==> src/rtl/rv32i_pkg.sv <==
// Shared RV32I definitions: write-back source select and load funct3 encodings.
package rv32i_pkg;

    typedef enum logic [1:0] {
        WB_ALU  = 2'd0,
        WB_LOAD = 2'd1,
        WB_PC4  = 2'd2,
        WB_IMM  = 2'd3
    } wb_sel_e;

    localparam logic [2:0] F3_LB  = 3'b000;
    localparam logic [2:0] F3_LH  = 3'b001;
    localparam logic [2:0] F3_LW  = 3'b010;
    localparam logic [2:0] F3_LBU = 3'b100;
    localparam logic [2:0] F3_LHU = 3'b101;

endpackage

==> src/rtl/load_align.sv <==
// Combinational load aligner: picks the addressed byte/halfword from an aligned
// memory word and sign- or zero-extends it according to funct3.
module load_align
    import rv32i_pkg::*;
#(
    parameter int unsigned XLEN = 32
) (
    input  logic [XLEN-1:0] i_word,
    input  logic [2:0]      i_funct3,
    input  logic [1:0]      i_offset,
    output logic [XLEN-1:0] o_data
);

    logic [7:0]  w_byte;
    logic [15:0] w_half;

    always_comb begin
        case (i_offset)
            2'd0:    w_byte = i_word[7:0];
            2'd1:    w_byte = i_word[15:8];
            2'd2:    w_byte = i_word[23:16];
            default: w_byte = i_word[31:24];
        endcase
        // Halfword loads ignore offset bit 0; misalignment is trapped elsewhere.
        w_half = i_offset[1] ? i_word[31:16] : i_word[15:0];
    end

    always_comb begin
        o_data = i_word;
        case (i_funct3)
            F3_LB:   o_data = {{(XLEN-8){w_byte[7]}}, w_byte};
            F3_LBU:  o_data = {{(XLEN-8){1'b0}}, w_byte};
            F3_LH:   o_data = {{(XLEN-16){w_half[15]}}, w_half};
            F3_LHU:  o_data = {{(XLEN-16){1'b0}}, w_half};
            default: o_data = i_word;
        endcase
    end

endmodule

==> src/rtl/writeback_stage.sv <==
// MEM/WB pipeline register, write-back source mux and retired-instruction counter.
// All outputs derive from registered state only.
module writeback_stage
    import rv32i_pkg::*;
#(
    parameter int unsigned XLEN      = 32,
    parameter int unsigned SELECTORS = 5
) (
    input  logic                 clk,
    input  logic                 rst,
    input  logic                 stall_i,
    input  logic                 flush_i,
    input  logic                 mem_valid_i,
    input  logic                 mem_reg_wen_i,
    input  logic [SELECTORS-1:0] mem_rd_addr_i,
    input  logic [1:0]           mem_wb_sel_i,
    input  logic [XLEN-1:0]      mem_alu_result_i,
    input  logic [XLEN-1:0]      mem_pc_plus4_i,
    input  logic [XLEN-1:0]      mem_imm_i,
    input  logic [XLEN-1:0]      mem_load_word_i,
    input  logic [2:0]           mem_funct3_i,
    output logic [SELECTORS-1:0] rsW,
    output logic [XLEN-1:0]      rd,
    output logic                 RegWEn,
    output logic                 wb_valid_o,
    output logic [63:0]          instret_o
);

    logic                 r_valid;
    logic                 r_reg_wen;
    logic [SELECTORS-1:0] r_rd_addr;
    wb_sel_e              r_wb_sel;
    logic [XLEN-1:0]      r_alu_result;
    logic [XLEN-1:0]      r_pc_plus4;
    logic [XLEN-1:0]      r_imm;
    logic [XLEN-1:0]      r_load_word;
    logic [2:0]           r_funct3;
    logic [63:0]          r_instret;

    logic                 w_retire;
    logic [XLEN-1:0]      w_load_data;
    logic [XLEN-1:0]      w_rd_data;

    always_ff @(posedge clk or posedge rst) begin
        if (rst) begin
            r_valid      <= 1'b0;
            r_reg_wen    <= 1'b0;
            r_rd_addr    <= '0;
            r_wb_sel     <= WB_ALU;
            r_alu_result <= '0;
            r_pc_plus4   <= '0;
            r_imm        <= '0;
            r_load_word  <= '0;
            r_funct3     <= '0;
        end else if (flush_i) begin
            // Bubble: only the qualifiers are cleared, payload fields are don't-care.
            r_valid   <= 1'b0;
            r_reg_wen <= 1'b0;
        end else if (!stall_i) begin
            r_valid      <= mem_valid_i;
            r_reg_wen    <= mem_reg_wen_i;
            r_rd_addr    <= mem_rd_addr_i;
            r_wb_sel     <= wb_sel_e'(mem_wb_sel_i);
            r_alu_result <= mem_alu_result_i;
            r_pc_plus4   <= mem_pc_plus4_i;
            r_imm        <= mem_imm_i;
            r_load_word  <= mem_load_word_i;
            r_funct3     <= mem_funct3_i;
        end
    end

    // An instruction retires once, on the edge where it leaves WB.
    assign w_retire = r_valid & (~stall_i | flush_i);

    always_ff @(posedge clk or posedge rst) begin
        if (rst) begin
            r_instret <= '0;
        end else if (w_retire) begin
            r_instret <= r_instret + 64'd1;
        end
    end

    load_align #(
        .XLEN(XLEN)
    ) u_load_align (
        .i_word  (r_load_word),
        .i_funct3(r_funct3),
        .i_offset(r_alu_result[1:0]),
        .o_data  (w_load_data)
    );

    always_comb begin
        w_rd_data = r_alu_result;
        case (r_wb_sel)
            WB_ALU:  w_rd_data = r_alu_result;
            WB_LOAD: w_rd_data = w_load_data;
            WB_PC4:  w_rd_data = r_pc_plus4;
            WB_IMM:  w_rd_data = r_imm;
            default: w_rd_data = r_alu_result;
        endcase
    end

    assign rsW        = r_rd_addr;
    assign rd         = w_rd_data;
    assign RegWEn     = r_valid & r_reg_wen & (r_rd_addr != '0);
    assign wb_valid_o = r_valid;
    assign instret_o  = r_instret;

endmodule
==> config.mk <==
export PLATFORM = sky130hd
export DESIGN_NAME = writeback_stage
export DESIGN_NICKNAME = d
export VERILOG_FILES = /design/src/rtl/rv32i_pkg.sv /design/src/rtl/load_align.sv /design/src/rtl/writeback_stage.sv
export SDC_FILE = /design/constraint.sdc
export NUM_CORES = 1
export LEC_CHECK = 0
export CAP_MARGIN = 20
export CORE_MARGIN = 10
export CORE_UTILIZATION = 54
export CTS_BUF_LIST = sky130_fd_sc_hd__clkbuf_16
export CTS_CLUSTER_DIAMETER = 60
export DETAILED_ROUTE_END_ITERATION = 12
export GPL_TIMING_DRIVEN = 0
export PLACE_DENSITY = 0.84
export SKIP_CTS_REPAIR_TIMING = 1
export SYNTH_ARGS = -nofsm -noshare
export SYNTH_HDL_FRONTEND = slang
export SYNTH_SLANG_ARGS = --single-unit
==> constraint.sdc <==
create_clock -name clk -period 21.2 [get_ports clk]
set_clock_uncertainty 0.1 [all_clocks]
set_input_delay 5.3 -clock clk [delete_from_list [all_inputs] [get_ports clk]]
set_output_delay 5.3 -clock clk [all_outputs]
set_load 0.005 [all_outputs]
Word level (Yosys, flattened, before mapping)
Index checks and enable logic that the tools add are counted.
- $lt $le $gt $ge: 0
- $mul: 0
- shift-type cells: 0
- add/sub/neg operators: 1
- div/mod/pow operators: 0
- reduce and logical (&&, ||, !) cells: 5
- equal/unequal tests: 9
- bitwise operators: 6
- multiplexer cells: 8
- operators by type and width (kind ; count):
    32-bit case mux with 4 select lines ; 2
    64-bit by 1-bit adder with 64-bit output, second input constant ; 1
    8-bit case mux with 3 select lines ; 1
    16-bit 2-to-1 mux ; 1
    2-bit == test, second input constant ; 3
    3-bit == test, second input constant ; 2
    5-bit nonzero test ; 1
    2-bit by 1-bit == test with 1-bit output, second input constant ; 2
    2-bit logical NOT ; 2
    1-bit 2-to-1 mux ; 4
    1-bit bitwise AND ; 3
    3-bit by 1-bit == test with 1-bit output, second input constant ; 1
    3-bit logical NOT ; 1
    2-bit by 1-bit inequality test with 1-bit output, second input constant ; 1
    1-bit NOT ; 2
    2-bit AND reduction ; 1
    1-bit bitwise OR ; 1
- word-level logic and storage cells: 39
- output and inout bits: 103
- memory bits (writable): 0
- latch bits: 0
- bits in read-only memories: 0
- bits of input ports: 144
- memories: 0
- flip-flop bits (word level): 204

Logic depth before layout (Yosys ltp)
- word-level depth: 4
- gate-level depth with buffers: 8
- gate-level depth less buffers: 6

Cells and area by module
Synthesis repeated with hierarchy kept, for this count alone.
- cells, all modules: 747
- area, all modules: 9953.3 um^2
- by module, submodules not included (module ; times used ; sequential area each (um^2) ; area each (um^2) ; cells each):
    writeback_stage ; 1 ; 5104.9 ; 8983.6 ; 614
    load_align ; 1 ; 0.0 ; 969.7 ; 133

Least setup slack after synthesis
Ideal clock, no wire load.
- path kind: register to output
- start point: register r_funct3[0]
- end point: output rd[1]
- arrival: 1.712 ns
- cell stages (with the launch flop): 8
- buffers on the path: 3
- data required time: 15.800 ns
- slack: 14.088 ns
- cells stage by stage: dfrtp_1 -> clkbuf_1 -> nor2b_1 -> clkbuf_1 -> clkbuf_1 -> nor2_1 -> a2111oi_0 -> o22a_1
- longest elaborated chain between the ends: 3
- elaborated cells on any way between the ends: 6
- those cells by class: eq/ne (3); mux (2); reduce/logical (1)
- RTL lines (element ; RTL line ; text):
    from (decl) ; writeback_stage.sv:37 ; logic [2:0] r_funct3;
    from (signal assigned) ; writeback_stage.sv:68 ; r_funct3 <= mem_funct3_i;
    3-bit == test, or another cell as far along ; load_align.sv:30 ; case (i_funct3)
    32-bit case mux with 4 select lines (*) ; load_align.sv:30 ;
    32-bit case mux with 4 select lines (*) ; writeback_stage.sv:94 ; case (r_wb_sel)
    to (decl) ; writeback_stage.sv:23 ; output logic [XLEN-1:0] rd,
Mark *: on every way between the ends. The rest lies on a longest branch, timed or not.

Worst setup path in the final report
- start point: register r_funct3[0]
- end point: output rd[6]
The elaborated chain is that of the path after synthesis.

==> results.yml <==
sta:
  slew_headroom_pct: 47.4
  tightest_slew_ns: 0.784
  hold_ws_ns: 0.366
  final-setup-viol-count: 0
  timing.fmax_mhz: 114
  period_needed_ns: 8.76
  maxSlewViolCount: 0
  rsz0062_at_grt: "false"
  fin_setup_tns_ns: 0
  finalCritPeriodShare_pct: 41.3
  finalHoldViolCount: 0
worst_setup_path:
  crit_arrival_ns: 3.36
  path_max_fanout: 10
  endpoint_kind: "output port"
  path_class: "reg -> out"
  start_kind: "flop"
  cp.required_ns: 15.80
synth:
  synth.distinct_cells: 41
  synthCells: 891
  ys_warn_count: 0
  synth_fa_ha_area_share_pct: 0.128
  synthFlopType: "dfrtp_1"
  netlist_area_sq_um: 9790
  synth_top_cell_area_share_pct: 52.1
  async_flop_share_pct: 100
  yosysTopAreaCell: "dfrtp_1"
  synth-compound-area-share_pct: 7.22
  synth_simple_gate_area_share_pct: 16.2
  synth_nets: 1036
  synth_top_family_by_area: "simple AND/OR/NAND/NOR gates"
  synthMuxAreaShare_pct: 15.9
  ys_ff_latch: 204
  synth.area.top_cells: "dfrtp_1 (52%), mux2_2 (15%), nand2_1 (3.1%), nor2_1 (3.1%), xnor2_1 (3.0%)"
  synth_edf_count: 0
  synth_xor_area_share_pct: 5.64
  postSynthAreaPerCell_sq_um: 11.0
  yosysSeqAreaShare_pct: 52.1
die:
  die-area_sq_um: 23900
  design.core.area_sq_um: 17900
  io_pins: 247
  fp.dieW_microns: 155
  die_y_microns: 155
  initial_core_util_pct: 54.7
  rows: 49
clocking:
  cts-root-buf: "clkbuf_16"
  clkTransAtPathRegs_ns: 0.06
  cts_max_path_buffers: 3
  cts_tree: "yes"
  h-tree-depth: 1
  clock_latency_ns: 0.50
  cts_buffers: 23
  numClockSinks: 204
power:
  p_per_area_nw_per_um2: 80.7
  ir_drop_uv: 84.1
  leakage_nw: 5.58
drt:
  vias: 7961
  avgRoutedWirePerCell_microns: 20.8
  drtIter0Drc: 547
  antenna_left: 0
  wl_microns: 29200
  drc: 0
  dr.pass1.iters: 5
  vias_per_cell: 5.65
global_routing:
  grt_overflow: 0
  antenna_found_initial: 5
  grt_usage_pct: 24.0
  grt_pass1_vias: 8382
  grt_max_degree: 109
  grt_first_pass_wirelength_microns: 46200
run:
  max_cap_viol_count: 0
layout:
  layout_common_cells: "clkdlybuf4s50_1 (246), dfrtp_1 (204), mux2_2 (133), nand2_1 (81), nor2_1 (80)"
  final_util_pct: 74.0
  finalNetCount: 1308
  drive_gt1_share_pct: 15.6
  layout.cells.most_common: "clkdlybuf4s50_1"
  fin_area_sq_um: 13200
  syn2layout_area_growth_pct: 35.3
place:
  place_area_sq_um: 12600
  portBuffers: 246
  gp_congestion: 0.919
  hpwl_microns: 21700
min_path:
  hold_path.class: "reg -> reg"
outcome:
  status: "complete, no violations"
worst paths after layout:
path / start / to / slack, ns / cells after the start
hold reg to reg: instret_o[63]$_DFFE_PP0P_ / instret_o[63]$_DFFE_PP0P_ / 0.37 / 1
min in group asynchronous: rst / instret_o[31]$_DFFE_PP0P_ / 5.23 / 2
max in group asynchronous: rst / r_load_word[14]$_DFFE_PP0P_ / 14.77 / 3
setup reg to reg: instret_o[3]$_DFFE_PP0P_ / instret_o[44]$_DFFE_PP0P_ / 18.72 / 5
hold / removal: instret_o[63]$_DFFE_PP0P_ / instret_o[63]$_DFFE_PP0P_ / 0.37 / 1
setup / recovery: r_funct3[0]$_DFFE_PP0P_ / rd[6] / 12.44 / 8
area by class of cell:
cell class / count / area (sq um)
Antenna cell: 4 / 10.0
Clock buffer: 23 / 576
Multi-Input combinational cell: 617 / 4420
Clock inverter: 14 / 83.8
Fill cell: 1308 / 4660
Tap cell: 229 / 287
Inverter: 21 / 86.3
Buffer: 49 / 188
Timing Repair Buffer: 247 / 2490
Sequential cell: 204 / 5100
state kept, by name (all words and copies together), names as in the netlist:
signal	count
instret_o	64
r_alu_result	32
r_imm	32
r_load_word	32
r_pc_plus4	32
rsW	5
r_funct3	3
r_wb_sel	2
r_reg_wen	1
wb_valid_o	1
metrics by stage:
step,std cells,power [mW],setup WS (ns)
2_1_floorplan,891,0.591,10.23
3_3_place_gp,1366,0.709,7.56
3_5_place_dp,1367,0.717,13.01
4_1_cts,1404,1.08,12.45
5_1_grt,1406,1.12,12.21
6_report,1408,1.07,12.44
cells by family (layout without fill, tap and decap cells):
family | Yosys count | count (layout)
muxes | 138 | 138
and+or+nand+nor | 305 | 305
DFF | 204 | 204
AOI/OAI and AO/OA | 110 | 110
adders and majority gates | 1 | 1
buffers and inverters | 70 | 354
other | 0 | 4
xor gates and xnor gates | 63 | 63
synthesized netlist by cell type, drive strengths merged (2+ instances only):
cell / instances
a221oi: 8
nand4: 22
dfrtp: 204
xnor2: 34
or2: 3
and4: 4
nor3: 18
clkbuf: 42
o22a: 16
o21bai: 6
nor4: 10
mux2: 133
nand3: 38
nor2b: 17
mux2i: 4
xor2: 29
and3: 6
inv: 21
nor2: 80
nand2b: 21
buf: 7
o21ai: 24
a211oi: 7
or3: 2
nand2: 81
a2111oi: 7
a21oi: 40
where the power goes:
part           leakage [nW]  total [mW]  internal (mW)  switching, mW
Clock                 0.351       0.357          0.206          0.151
Combinational          2.74       0.249          0.136          0.113
Sequential             2.49       0.463          0.433         0.0300
per-layer routing:
layer	track usage, %	wire length [microns]	part of all wire, %	up-vias
li1	-	-	-	3658
met5	0	7	0.024	-
met4	7.11	828	2.8	2
met3	8.49	2850	9.7	62
met1	29.1	11700	40	3941
met2	39.2	13800	47	298
critical path: stages, from the launching register on:
cell and delay (ns):
dfrtp_1 0.36, clkbuf_1 0.21, nor2b_1 0.15, clkbuf_1 0.33, clkbuf_1 0.37, nor2_1 0.08
a2111oi_0 0.62, o22a_1 0.23, clkdlybuf4s50_1 0.51
Note: power is estimated with default switching activity, not from simulation.
